`config.mk`:
```
export PLATFORM = sky130hd
export DESIGN_NAME = mem_trace_buf
export DESIGN_NICKNAME = d
export VERILOG_FILES = /design/src/rtl/mem_bus_pkg.sv /design/src/rtl/mem_trace_buf.sv
export SDC_FILE = /design/constraint.sdc
export NUM_CORES = 1
export LEC_CHECK = 0
export CAP_MARGIN = 30
export CORE_MARGIN = 2
export CORE_UTILIZATION = 50
export DETAILED_ROUTE_END_ITERATION = 6
export PLACE_DENSITY = 0.69
export SLEW_MARGIN = 30
export SYNTH_ARGS = -nofsm -noshare
export SYNTH_HDL_FRONTEND = slang
export SYNTH_SLANG_ARGS = --single-unit
```
`constraint.sdc`:
```
create_clock -name clk -period 11.3 [get_ports clk]
set_input_delay 1.13 -clock clk [delete_from_list [all_inputs] [get_ports clk]]
set_output_delay 1.13 -clock clk [all_outputs]
set_load 0.01 [all_outputs]
```
`src/rtl/mem_bus_pkg.sv`:
```
// Shared types, defaults and helpers for the memory-bus self-check monitor.
package mem_bus_pkg;

  typedef enum logic [1:0] {
    ST_RUN  = 2'd0,
    ST_PASS = 2'd1,
    ST_FAIL = 2'd2
  } checker_state_e;

  typedef enum logic [1:0] {
    FC_NONE    = 2'd0,
    FC_TOHOST  = 2'd1,
    FC_STALL   = 2'd2,
    FC_TIMEOUT = 2'd3
  } fail_code_e;

  localparam logic [31:0] TOHOST_ADDR_DEFAULT = 32'h1000_0000;

  // One trace record at the default 32-bit bus geometry.
  typedef struct packed {
    logic [31:0] addr;
    logic [31:0] data;
    logic [3:0]  wstrb;
  } trace_entry_t;

  function automatic logic [31:0] sat_inc32(input logic [31:0] v);
    return (v == 32'hFFFF_FFFF) ? v : v + 32'd1;
  endfunction

endpackage

```
`src/rtl/mem_trace_buf.sv`:
```
// Ring buffer of the most recent bus transactions; read side indexes newest-first
// and returns zero for slots that have never been written since reset.
module mem_trace_buf
  import mem_bus_pkg::*;
#(
  parameter int unsigned DEPTH = 8,
  parameter int unsigned WIDTH = 68
) (
  input  logic                     clk,
  input  logic                     resetn,
  input  logic                     push,
  input  logic [WIDTH-1:0]         push_data,
  input  logic [$clog2(DEPTH)-1:0] rd_idx,
  output logic [WIDTH-1:0]         rd_data,
  output logic [$clog2(DEPTH):0]   fill
);

  localparam int unsigned IDX_W = $clog2(DEPTH);
  localparam logic [IDX_W:0]   FILL_FULL = (IDX_W + 1)'(DEPTH);
  localparam logic [IDX_W:0]   FILL_ONE  = (IDX_W + 1)'(1);
  localparam logic [IDX_W-1:0] PTR_ONE   = IDX_W'(1);

  logic [WIDTH-1:0] mem_q [DEPTH];
  logic [WIDTH-1:0] mem_d [DEPTH];
  logic [IDX_W-1:0] wr_ptr_q, wr_ptr_d;
  logic [IDX_W:0]   fill_q, fill_d;
  logic [IDX_W-1:0] rd_pos_s;

  // Push writes the slot at the pointer; the pointer wraps naturally (power-of-two depth).
  always_comb begin
    mem_d    = mem_q;
    wr_ptr_d = wr_ptr_q;
    fill_d   = fill_q;
    if (push) begin
      mem_d[wr_ptr_q] = push_data;
      wr_ptr_d        = wr_ptr_q + PTR_ONE;
      if (fill_q != FILL_FULL) begin
        fill_d = fill_q + FILL_ONE;
      end else begin
        fill_d = fill_q;
      end
    end else begin
      wr_ptr_d = wr_ptr_q;
    end
  end

  // Newest-first read, gated by the fill level.
  always_comb begin
    rd_pos_s = wr_ptr_q - PTR_ONE - rd_idx;
    if ({1'b0, rd_idx} < fill_q) begin
      rd_data = mem_q[rd_pos_s];
    end else begin
      rd_data = {WIDTH{1'b0}};
    end
  end

  // Entry storage carries no reset; stale contents are hidden by the fill gate.
  always_ff @(posedge clk) begin
    mem_q <= mem_d;
  end

  // Pointer and fill registers.
  always_ff @(posedge clk) begin
    if (!resetn) begin
      wr_ptr_q <= {IDX_W{1'b0}};
      fill_q   <= {(IDX_W + 1){1'b0}};
    end else begin
      wr_ptr_q <= wr_ptr_d;
      fill_q   <= fill_d;
    end
  end

  assign fill = fill_q;

endmodule

```
==> out/metrics.cfg <==
[worst_setup_path]
end_kind=output port
crit_path_start_kind=input pin
critPathKind=in -> out
crit_fanout=70
required_ns=10.17
arrival_ns=5.30

[yosys]
async_flop_share=0
synth_top_area_frac=0.771
yosys-top-cells-area=edfxtp_1, mux4_2, mux2i_1
syn_area_sq_um=21200
synth_cell_types=28
yosys.area.top_type=edfxtp_1
syn_inst=926
synth_fp_nets=1007
synth_edf_count=544
yosys_warnings=0
yosysSeqAreaShare=0.778
synth_seq_cells=551
syn_area_per_cell_sq_um=22.9
synth_top_flop_cell=edfxtp_1

[route]
dr.pass1.iters=5
wirelength_met1_mm=18.5
drt_wl_total_mm=42.0
dr_total_vias=9748
vias_per_cell=5.79
wl_met2_mm=20.3
drcViolationCount=0
avgRoutedWirePerCell_um=25.0
first_iter_violations=715
antenna_left=0
route.met3.wl_mm=2.47
routed.top_layer=met5

[clock_network]
post_cts_resized=0
htreeDepth=2
post_cts_buffers=0
cts_sinks=551
cts_buffer_depth=3
clock_latency_ns=0.57
cts_buffers=54
cts_tree=done
postCtsHoldBufs=0
root_buffer=clkbuf_16
clk_pin_slew_ns=0.06

[global_route]
grt_max_degree=71
grt.total_usage=0.195
antenna_found_initial=6
grt-ovfl-total=0
grt_pass1_wl_mm=63.4
grt_pass1_vias=10343

[timing]
period_share=0.569
maxSlewHeadroom=0.347
post-route-min-period_ns=6.43
grt_setup_unrepaired=false
finalWorstSetupSlack_ns=4.87
final-setup-viol-count=0
tns_ns=0
report.final.slew_viol_count=0
clock.fmax_mhz=155
hold_violations=0
worstMarginPinSlew_ns=0.979
clock_skew_ns=0.0192

[layout]
fin_cells=1683
layout-drive-gt1-share=0.220
fin_nets=1178
nFillCells=2914
syn2layout_area_growth_pct=18.8

[floorplanning]
pin_count=146
dieArea_sq_um=44000
core_area_sq_um=41900
start_util=0.506
fp.dieH_um=210
rows=75
die_w_um=210

[worst_hold_path]
hp-class=reg -> reg

[placement]
port_buffers=145
dp_cells=1580
hpwlAfterDp_mm=21.7
gp_congestion=0.711
pre_cts_ws_ns=4.84

[job]
cap_violations=0

[pwr]
p_leak_nw=8.10
vdd_drop_max_mv=0.101
powerDensity_nw_per_um2=185

[run_status]
status=completed

-- metal layers --
metal	GRT usage	vias up
met5	0	-
met1	0.281	5170
met3	0.0403	53
li1	-	4250
met2	0.312	267
met4	0.0455	8
-- final timing paths --
check / cells past startpoint / start / slack [ns] / to
worst min-delay path: 2 / fill[1] / 0.54 / fill[1]
worst max register to register: 4 / wr_ptr_q[2] / 8.49 / mem_q[536]
worst max-delay path: 10 / rd_idx[0] / 4.87 / rd_data[11]
worst min register to register: 2 / fill[1] / 0.54 / fill[1]
-- flip-flops by register name (all words and copies together) (netlist names) --
name and count:
fill 4, mem_q 544, wr_ptr_q 3
-- cell usage in the layout, fill, tap and decap left out, types with 7 or more instances in the layout --
cell type	n
edfxtp_1	544
mux4_2	136
clkdlybuf4s50_1	145
clkinv_2	14
dfxtp_1	7
clkinv_1	10
mux2i_1	69
buf_4	11
clkbuf_1	10
clkbuf_16	57
a21oi_1	68
-- power breakdown --
| part | switching, mW | internal (mW) | leakage (nW) |
|---|---|---|---|
| logic | 0.281 | 0.295 | 2.23 |
| registers | 0.0123 | 2.30 | 5.00 |
| clock network | 0.722 | 1.05 | 0.870 |
| total | 1.02 | 3.65 | 8.10 |
-- critical path, stage by stage --
cell,delay [ns]
clkdlybuf4s50_1,0.49
inv_1,0.08
ha_4,0.16
fa_4,1.10
buf_12,0.31
buf_6,0.61
mux4_2,0.35
mux2i_1,0.07
a21oi_1,0.35
clkdlybuf4s50_1,0.62
-- cell usage after synthesis, types with 2 or more instances --
library cell and n:
edfxtp_1 544, mux4_2 136, mux2i_1 69, a21oi_1 68, clkbuf_1 22, buf_2 21
dfxtp_1 7, ha_1 6, nor2_1 6, and2_1 5, buf_6 5, inv_1 5
nand2_1 5, nand2b_1 4, xnor2_1 4, buf_4 3, a21o_1 2, nand3_1 2
nor3_1 2, xor2_1 2
-- cell families after synthesis --
| family | Yosys count | share of synthesized area |
|---|---|---|
| muxes | 205 | 0.177 |
| AOI/OAI and AO/OA | 71 | 0.0171 |
| adders and majority gates | 7 | 0.00449 |
| buffers and inverters | 58 | 0.0138 |
| xor gates and xnor gates | 7 | 0.00325 |
| DFF | 551 | 0.778 |
| and+or+nand+nor | 27 | 0.00650 |
-- through the flow --
step                       util  power (mW)  hold slack [ns]  cell area [sq um]
final                     0.602        4.66            0.543              25200
after global placement    0.556        2.93            0.513              23300
after global routing      0.601        4.83            0.569              25200
after floorplan               -        2.73            0.526              21200
after detailed placement  0.559        2.94            0.526              23400
after CTS                 0.601        4.71            0.539              25200
-- layout make-up --
class	count	area [sq um]	share of cell area
Antenna cell	3	7.51	0.000298
Clock buffer	67	1460	0.0581
Clock inverter	33	310	0.0123
Inverter	6	22.5	0.000895
Multi-Input combinational cell	317	4510	0.179
Sequential cell	551	16500	0.654
Tap cell	539	674	0.0268
Timing Repair Buffer	167	1720	0.0682
(Power assumes the default switching activity.)
